<file path="src/rtl/bcd_counter_pkg.sv">
// Shared constants and helpers for the BCD modulus counter: digit width,
// active-low seven-segment patterns (g..a) and BCD digit utilities.
package bcd_counter_pkg;

  localparam int BCD_W = 4;

  localparam logic [6:0] SEG_0     = 7'b1000000;
  localparam logic [6:0] SEG_1     = 7'b1111001;
  localparam logic [6:0] SEG_2     = 7'b0100100;
  localparam logic [6:0] SEG_3     = 7'b0110000;
  localparam logic [6:0] SEG_4     = 7'b0011001;
  localparam logic [6:0] SEG_5     = 7'b0010010;
  localparam logic [6:0] SEG_6     = 7'b0000010;
  localparam logic [6:0] SEG_7     = 7'b1111000;
  localparam logic [6:0] SEG_8     = 7'b0000000;
  localparam logic [6:0] SEG_9     = 7'b0010000;
  localparam logic [6:0] SEG_BLANK = 7'b1111111;

  function automatic logic digit_valid(input logic [BCD_W-1:0] digit);
    return digit <= 4'd9;
  endfunction

  // Elaboration-time only: turns an integer parameter into a BCD constant.
  function automatic logic [4*BCD_W-1:0] to_bcd(input int value);
    logic [4*BCD_W-1:0] r;
    int v;
    r = '0;
    v = value;
    for (int d = 0; d < 4; d++) begin
      r[BCD_W*d +: BCD_W] = 4'(v % 10);
      v = v / 10;
    end
    return r;
  endfunction

endpackage

</file>
<file path="src/rtl/bcd_seg_decoder.sv">
// One BCD digit to an active-low seven-segment pattern (g..a); non-BCD
// codes show blank.
module bcd_seg_decoder
  import bcd_counter_pkg::*;
(
  input  logic [BCD_W-1:0] digit,
  output logic [6:0]       seg
);

  always_comb begin
    unique case (digit)
      4'd0:    seg = SEG_0;
      4'd1:    seg = SEG_1;
      4'd2:    seg = SEG_2;
      4'd3:    seg = SEG_3;
      4'd4:    seg = SEG_4;
      4'd5:    seg = SEG_5;
      4'd6:    seg = SEG_6;
      4'd7:    seg = SEG_7;
      4'd8:    seg = SEG_8;
      4'd9:    seg = SEG_9;
      default: seg = SEG_BLANK;
    endcase
  end

endmodule

</file>
<file path="src/rtl/bcd_mod_counter.sv">
// Up/down BCD counter modulo MODULUS with validated synchronous load,
// cascade terminal count and per-digit seven-segment outputs.
module bcd_mod_counter
  import bcd_counter_pkg::*;
#(
  parameter int NDIGITS  = 2,
  parameter int MODULUS  = 60,
  parameter int BLANK_LZ = 0
) (
  input  logic                     KEY,
  input  logic                     SW,
  input  logic                     en,
  input  logic                     up,
  input  logic                     load,
  input  logic [BCD_W*NDIGITS-1:0] load_val,
  output logic [BCD_W*NDIGITS-1:0] count_bcd,
  output logic                     tc,
  output logic                     load_err,
  output logic [7*NDIGITS-1:0]     hex
);

  localparam int W = BCD_W * NDIGITS;
  localparam logic [4*BCD_W-1:0] MAX_FULL = to_bcd(MODULUS - 1);
  localparam logic [W-1:0]       MAX_BCD  = MAX_FULL[W-1:0];

  logic [W-1:0]       inc_val;
  logic [W-1:0]       dec_val;
  logic [W-1:0]       next_count;
  logic [NDIGITS-1:0] carry;
  logic [NDIGITS-1:0] borrow;
  logic [NDIGITS-1:0] digit_ok;
  logic               at_max;
  logic               at_zero;
  logic               load_ok;

  assign carry[0]  = 1'b1;
  assign borrow[0] = 1'b1;

  for (genvar i = 0; i < NDIGITS; i++) begin : g_digit
    logic [BCD_W-1:0] d;
    logic [6:0]       seg;
    logic             blank;

    assign d = count_bcd[BCD_W*i +: BCD_W];

    assign inc_val[BCD_W*i +: BCD_W] =
      !carry[i]   ? d : (d == 4'd9) ? 4'd0 : d + 4'd1;
    assign dec_val[BCD_W*i +: BCD_W] =
      !borrow[i]  ? d : (d == 4'd0) ? 4'd9 : d - 4'd1;

    if (i < NDIGITS - 1) begin : g_chain
      assign carry[i+1]  = carry[i]  & (d == 4'd9);
      assign borrow[i+1] = borrow[i] & (d == 4'd0);
    end

    assign digit_ok[i] = digit_valid(load_val[BCD_W*i +: BCD_W]);

    // A digit is a leading zero when it and every digit above it are zero.
    if (i > 0) begin : g_blank
      assign blank = (BLANK_LZ != 0) && (count_bcd[W-1:BCD_W*i] == '0);
    end else begin : g_noblank
      assign blank = 1'b0;
    end

    bcd_seg_decoder u_dec (
      .digit (d),
      .seg   (seg)
    );

    assign hex[7*i +: 7] = blank ? SEG_BLANK : seg;
  end

  assign at_max  = (count_bcd == MAX_BCD);
  assign at_zero = (count_bcd == '0);
  // Digits are valid here, so BCD ordering matches numeric ordering.
  assign load_ok = (&digit_ok) && (load_val <= MAX_BCD);

  assign tc = en & ~load & (up ? at_max : at_zero);

  always_comb begin
    // NOTE: default assignment first so every path drives next_count; no latch.
    next_count = count_bcd;
    if (load) begin
      if (load_ok) next_count = load_val;
    end else if (en) begin
      if (up) next_count = at_max  ? '0      : inc_val;
      else    next_count = at_zero ? MAX_BCD : dec_val;
    end
  end

  // NOTE: non-blocking assignments keep registered state race-free between blocks.
  always_ff @(posedge KEY or posedge SW) begin
    if (SW) begin
      count_bcd <= '0;
      load_err  <= 1'b0;
    end else begin
      count_bcd <= next_count;
      load_err  <= load & ~load_ok;
    end
  end

endmodule

</file>
<file path="config.mk">
export PLATFORM = sky130hd
export DESIGN_NAME = bcd_mod_counter
export DESIGN_NICKNAME = d
export VERILOG_FILES = /design/src/rtl/bcd_counter_pkg.sv /design/src/rtl/bcd_seg_decoder.sv /design/src/rtl/bcd_mod_counter.sv
export SDC_FILE = /design/constraint.sdc
export NUM_CORES = 1
export LEC_CHECK = 0
export ABC_CLOCK_PERIOD_IN_PS = 1750
export CORE_MARGIN = 3
export CORE_UTILIZATION = 42
export DETAILED_ROUTE_END_ITERATION = 6
export MAX_ROUTING_LAYER = met4
export PLACE_DENSITY = 0.85
export SYNTH_ARGS = -nofsm -noshare
export SYNTH_HDL_FRONTEND = slang
export SYNTH_SLANG_ARGS = --single-unit
</file>
<file path="constraint.sdc">
create_clock -name KEY -period 1.75 [get_ports KEY]
set_input_delay 0.35 -clock KEY [delete_from_list [all_inputs] [get_ports KEY]]
set_output_delay 0.35 -clock KEY [all_outputs]
set_load 0.01 [all_outputs]
</file>
Yosys cells after proc, flatten, opt, wreduce, memory -nomap -nowiden
Memory sizes are Yosys's and may differ from the RTL's.
Index checks and enable logic that the tools add are counted.
- bits in registers: 9
- bits in latches: 0
- memory bits (writable): 0
- bits in read-only memories: 224
- output and inout bits: 24
- logic and storage cells: 44
- memories kept: 2
- add/sub/neg operators: 4
- $mul: 0
- divide/modulo/power cells: 0
- order comparisons: 3
- eq/ne operators: 5
- shift-type cells: 0
- multiplexer cells: 13
- bitwise operators: 5
- reduce and logical (&&, ||, !) cells: 9
- memories (name ; words ; bits a word ; read ports ; clocked after Yosys merged registers in ; wr ports ; RTL line ; RTL):
    (no name shown) ; 16 ; 7 ; 1 ; 0 ; 0 ; bcd_seg_decoder.sv:11 ; unique case (digit)
    (no name shown) ; 16 ; 7 ; 1 ; 0 ; 0 ; bcd_seg_decoder.sv:11 ;
- operator list (kind ; count):
    $mux 8 ; 6
    $mux 4 ; 6
    $add 4x1->4 const B ; 2
    $eq 4x4->1 const B ; 2
    $eq 8x7->1 const B ; 1
    $le 4x4->1 const B ; 2
    $le 8x7->1 const B ; 1
    $logic_not 4->1 ; 2
    $logic_not 8->1 ; 1
    $sub 4x1->4 const B ; 2
    $ne 4x1->1 const B ; 1
    $reduce_and 2->1 ; 2
    $reduce_and 4->1 ; 1
    $reduce_bool 4->1 ; 1
    $and 1x1->1 ; 3
    $ne 2x1->1 const B ; 1
    $not 1->1 ; 2
    $reduce_bool 2->1 ; 1
    $logic_and 1x1->1 ; 1
    $mux 1 ; 1

Longest topological paths before layout
Gate-level depths: netlist (run 1).
- depth in word-level cells: 7
- mapped depth: 8
- depth with buffers taken out: 7

Modules after synthesis
A second synthesis (run 1) with hierarchy kept.
- cells, all modules: 182
- area, all modules: 1326.3 um2
- modules (own cells, without submodules) (module ; times used ; cells an instance ; area each (um2) ; seq. area each (um2)):
    bcd_mod_counter ; 1 ; 116 ; 905.9 ; 225.2
    bcd_seg_decoder ; 2 ; 33 ; 210.2 ; 0.0

Least setup slack after synthesis (run 1)
No wires, ideal clock.
- kind: register -> register
- start point: register count_bcd[5]
- end point: register count_bcd[7]
- arrival: 1.900 ns
- required time: 1.668 ns
- setup slack: -0.232 ns
- stages on the path, launching flop included: 8
- path buffers: 1
- clock period less this slack: 1.982 ns
- path through: dfrtp_1 > clkbuf_1 > inv_1 > ha_1 > and3b_1 > and2_4 > or4b_1 > a31oi_1
- longest elaborated chain between the ends: 7
- elaborated cells on any way between the ends: 18
- classes of those cells: add/sub: 2; eq/ne: 3; mux: 9; reduce/logical: 4
- RTL lines (what ; RTL line ; RTL):
    start: declaration ; bcd_mod_counter.sv:16 ; output logic [BCD_W*NDIGITS-1:0] count_bcd,
    start signal: assignment ; bcd_mod_counter.sv:97 ; count_bcd <= next_count;
    $sub 4x1->4, or another cell as far along ; bcd_mod_counter.sv:49 ; !borrow[i] ? d : (d == 4'd0) ? 4'd9 : d - 4'd1;
    $mux 4, on equally long branches (2 in series) ; bcd_mod_counter.sv:49, bcd_mod_counter.sv:47 ;
    $mux 8, on equally long branches ; bcd_mod_counter.sv:87, bcd_mod_counter.sv:86 ;
    $mux 8 ; bcd_mod_counter.sv:86 ; if (up) next_count = at_max ? '0 : inc_val;
    $mux 8 ; bcd_mod_counter.sv:85 ; end else if (en) begin
    $mux 8 ; bcd_mod_counter.sv:83 ; if (load) begin
Several ways; a longest one is shown, not always the timed one. The select of a mux whose other input is x is not followed.
A chain may end at the register's enable or synchronous reset.

Worst setup path in the final report (run 1)
- start point: register count_bcd[0]
- end point: register count_bcd[5]
- longest elaborated chain between the ends: 5
- elaborated cells on any way between the ends: 12
- classes of those cells: eq/ne: 3; mux: 5; reduce/logical: 4
- RTL lines (what ; RTL line):
    $eq 8x7->1 / $logic_not 8->1 (equally long branches) ; bcd_mod_counter.sv:73, bcd_mod_counter.sv:74
    $mux 8, on equally long branches ; bcd_mod_counter.sv:86, bcd_mod_counter.sv:87
    $mux 8 ; bcd_mod_counter.sv:86
    $mux 8 ; bcd_mod_counter.sv:85
    $mux 8 ; bcd_mod_counter.sv:83
Several ways; a longest one is shown, not always the timed one. The select of a mux whose other input is x is not followed.

==> impl_results.md, run 1 <==
* Status: finished with violations
* Failing checks: negative setup slack
* Reg2Reg Capture Point: count_bcd[5]
* Final Hold Viols at 0
* Number of global-route vias before repair at 1811
* HP Class: in -> async
* Die width at 59.2 um
* Row count at 18
* H-tree levels at 1
* Clk slew on worst S/H paths at 0.08 ns
* TritonRoute pass-1 iters at 5
* CTS root buffer: clkbuf_4
* Synth Warn # at 0
* Placed Area at 0.00197 mm^2
* Die Height at 59.2 um
* Main synth FF type: dfrtp_1
* Dpl ws at -0.351 ns
* Worst-Margin Slew at 0.420 ns
* Core area at 0.00259 mm^2
* Via count at 2007
* Final min period at 2.13 ns
* Mapped Nets at 185
* Max-slew headroom at 72.0%
* Routed WL at 6950 um
* Later-pin clock latency in the skew report at 0.29 ns
* Yosys top cell area share at 18.9%
* Pin count of the biggest net entering global routing at 15
* Post-synth EDFFs at 0
* Cell area power density at 1330 mW/mm^2
* WP data arrival at 2.27 ns
* Pins Over Slew Limit at 0
* Synth async-reset ratio at 100%
* Max cap viols at 0
* End-of-flow core utilization at 92.0%
* Max Freq at 468 MHz
* R2r startpoint: count_bcd[0]
* Clock Skew at 0.0159 ns
* Crit start category: flop
* Seq cells post-synth at 9
* Top Ports at 37
* Crit path from: count_bcd[0]
* Die area at 0.00351 mm^2
* GR Overflow Total at 0
* Largest cells by area after synthesis: dfrtp_1, ha_1, a21oi_1, o21ai_0, nand2_1
* Fillers at 103
* Post-Syn Area at 0.00119 mm^2
* Detailed router's first-iteration violation count at 337
* CTS Sinks at 9
* HPWL Detailed at 3370 um
* Setup-failing EPs final at 20
* Diode count at 0
* Worst Slack Setup Final at -0.385 ns
* Nets at 288
* Critical Path End: count_bcd[5]
* Yosys top cell by area: dfrtp_1
* First-pass GRT wire length at 8420 um
* DRC viols at 0
* I/O Buffers at 36
* R2R Setup Slk at -0.38 ns
* Via density at 6.83
* Post-synth cell types at 48
* Cell count after synthesis at 162
* Post-synthesis area per instance at 7.35 um^2
* Crit Path Category: reg -> reg
* Total track usage at 33.3%
* Global placement routability congestion at 0.913
* CP endpoint kind: flop
* WL per Instance at 23.6 um
* Maximum vdd ir drop at 1.54 mV
* Pleak at 1.12 nW
* Req. time, crit path at 1.88 ns
* Initial antenna violation count at 0
* Register area share after synthesis at 18.9%
* CTS tree: yes
* Layout cell share with drive strength beyond 1 at 57.6%
* Tot Pwr at 3.17 mW
* Cts bufs inserted at 3
* Final worst path period share at 122%
* Initial Utilization at 45.9%
* Number of cells on the worst reg-to-reg path at 7
* Clock buffer depth at 2
* Unrepaired setup endpoints after global routing: true
* Fin area at 0.00238 mm^2
* Critical-path maximum fanout at 7
* Area growth from synthesis to layout at 100%
* Final ANT Viol Nets at 0
* Hold_buf cts at 0
==> per-stage QoR <==
step	std cells	hold slack [ns]	setup TNS, ns
5_1_grt	294	0.373	-4.84
4_1_cts	287	0.381	-1.97
2_1_floorplan	162	0.178	-0.126
3_3_place_gp	268	0.558	-3.69
6_report	294	0.354	-3.84
3_5_place_dp	268	0.627	-4.31
==> state kept, by name (all words and copies together) (netlist names) <==
| name | count |
|---|---|
| load_err | 1 |
| count_bcd | 8 |
==> where the power goes <==
part	internal (mW)	switching, mW
logic	1.30	1.32
clock network	0.0886	0.0966
registers	0.271	0.0879
==> final cells by class <==
type	count	area, um^2	share of cell area [%]
well taps	30	37.5	1.58
flip-flops and latches	9	234	9.82
repair buffers	107	882	37.0
multi-input cells	134	1160	48.6
inverters	10	45.0	1.89
clock buffers	4	26.3	1.10
==> worst max-delay path: stages (launching register included) <==
cell and delay [ns]:
dfrtp_2 0.46, inv_2 0.12, ha_4 0.15, buf_6 0.12, or3b_4 0.40, a211oi_4 0.41
nor2_1 0.15, o2bb2ai_1 0.18
==> routing by layer <==
| metal | part of all wire (%) | vias to the layer above | GRT usage [%] |
|---|---|---|---|
| met2 | 48 | 212 | 61.8 |
| li1 | - | 796 | - |
| met5 | 0 | - | - |
| met3 | 8.6 | 91 | 3.92 |
| met4 | 9.6 | 0 | 18.1 |
| met1 | 33 | 908 | 33.1 |
==> worst min-delay path by stage <==
stage	from	to	slack (ns)	cells after the start
after floorplan	SW	count_bcd[2]	0.18	1
after global placement	count_bcd[1]	count_bcd[1]	0.56	2
after detailed placement	count_bcd[1]	count_bcd[1]	0.63	2
after CTS	SW	load_err	0.38	2
after global routing	SW	load_err	0.37	2
final	SW	count_bcd[7]	0.35	2
==> cell families after synthesis <==
kind of cell / count (synthesis) / synth area share [%]
compound gates: 56 / 30.9
fa+ha+maj: 10 / 10.5
buf+inv: 19 / 7.15
flops: 9 / 18.9
mux: 4 / 3.37
simple gates: 64 / 29.1
==> placed cells by master, fill, tap and decap left out, drive strengths merged, types with 2 or more instances in the layout <==
cell type,netlist,final
dfrtp,9,9
or3b,2,2
nand3,3,3
nor2,15,15
o31ai,2,2
a31oi,3,3
buf,4,85
a211oi,2,2
a21oi,18,18
clkbuf,5,5
nand2,16,16
or2,2,2
and2,2,2
nand2b,6,6
nor3,3,3
and3b,4,4
mux2i,4,4
inv,10,10
clkdlybuf4s50,0,12
dlymetal6s2s,0,6
o21a,2,2
o22ai,4,4
o21ai,12,12
dlygate4sd2,0,3
nor3b,3,3
ha,10,10
and3,2,2
o2bb2ai,2,2
==> timing repair <==
action                                  in CTS  in global routing
cloned                                       0                  0
pin swaps                                   15                 19
buffers inserted                            15                 11
endpoints found under the setup margin      24                 26
gates resized for setup                    106                 43
==> synthesized netlist by cell type, drive strengths merged, types with 2 or more instances <==
cell type / count
o22ai: 4
inv: 10
o31ai: 2
nor3b: 3
and2: 2
nor3: 3
buf: 4
nor2: 15
mux2i: 4
nand3: 3
a31oi: 3
or3b: 2
o21a: 2
o21ai: 12
ha: 10
clkbuf: 5
dfrtp: 9
or2: 2
o2bb2ai: 2
a211oi: 2
nand2: 16
nand2b: 6
and3: 2
and3b: 4
a21oi: 18
Power figures use the tool's default switching activity.
==> inputs of run 2 (changes only) <==
ABC_CLOCK_PERIOD_IN_PS = unset   (was 1750)
CAP_MARGIN = 20   (was unset)
==> results of run 2 <==
Final layout, timing and power as in run 1 (identical DEF).
==> inputs of run 3 (changes only) <==
ABC_AREA = 0   (was unset)
CTS_CLUSTER_DIAMETER = 150   (was unset)
==> results of run 3 <==
Final layout, timing and power as in run 1 (identical DEF).
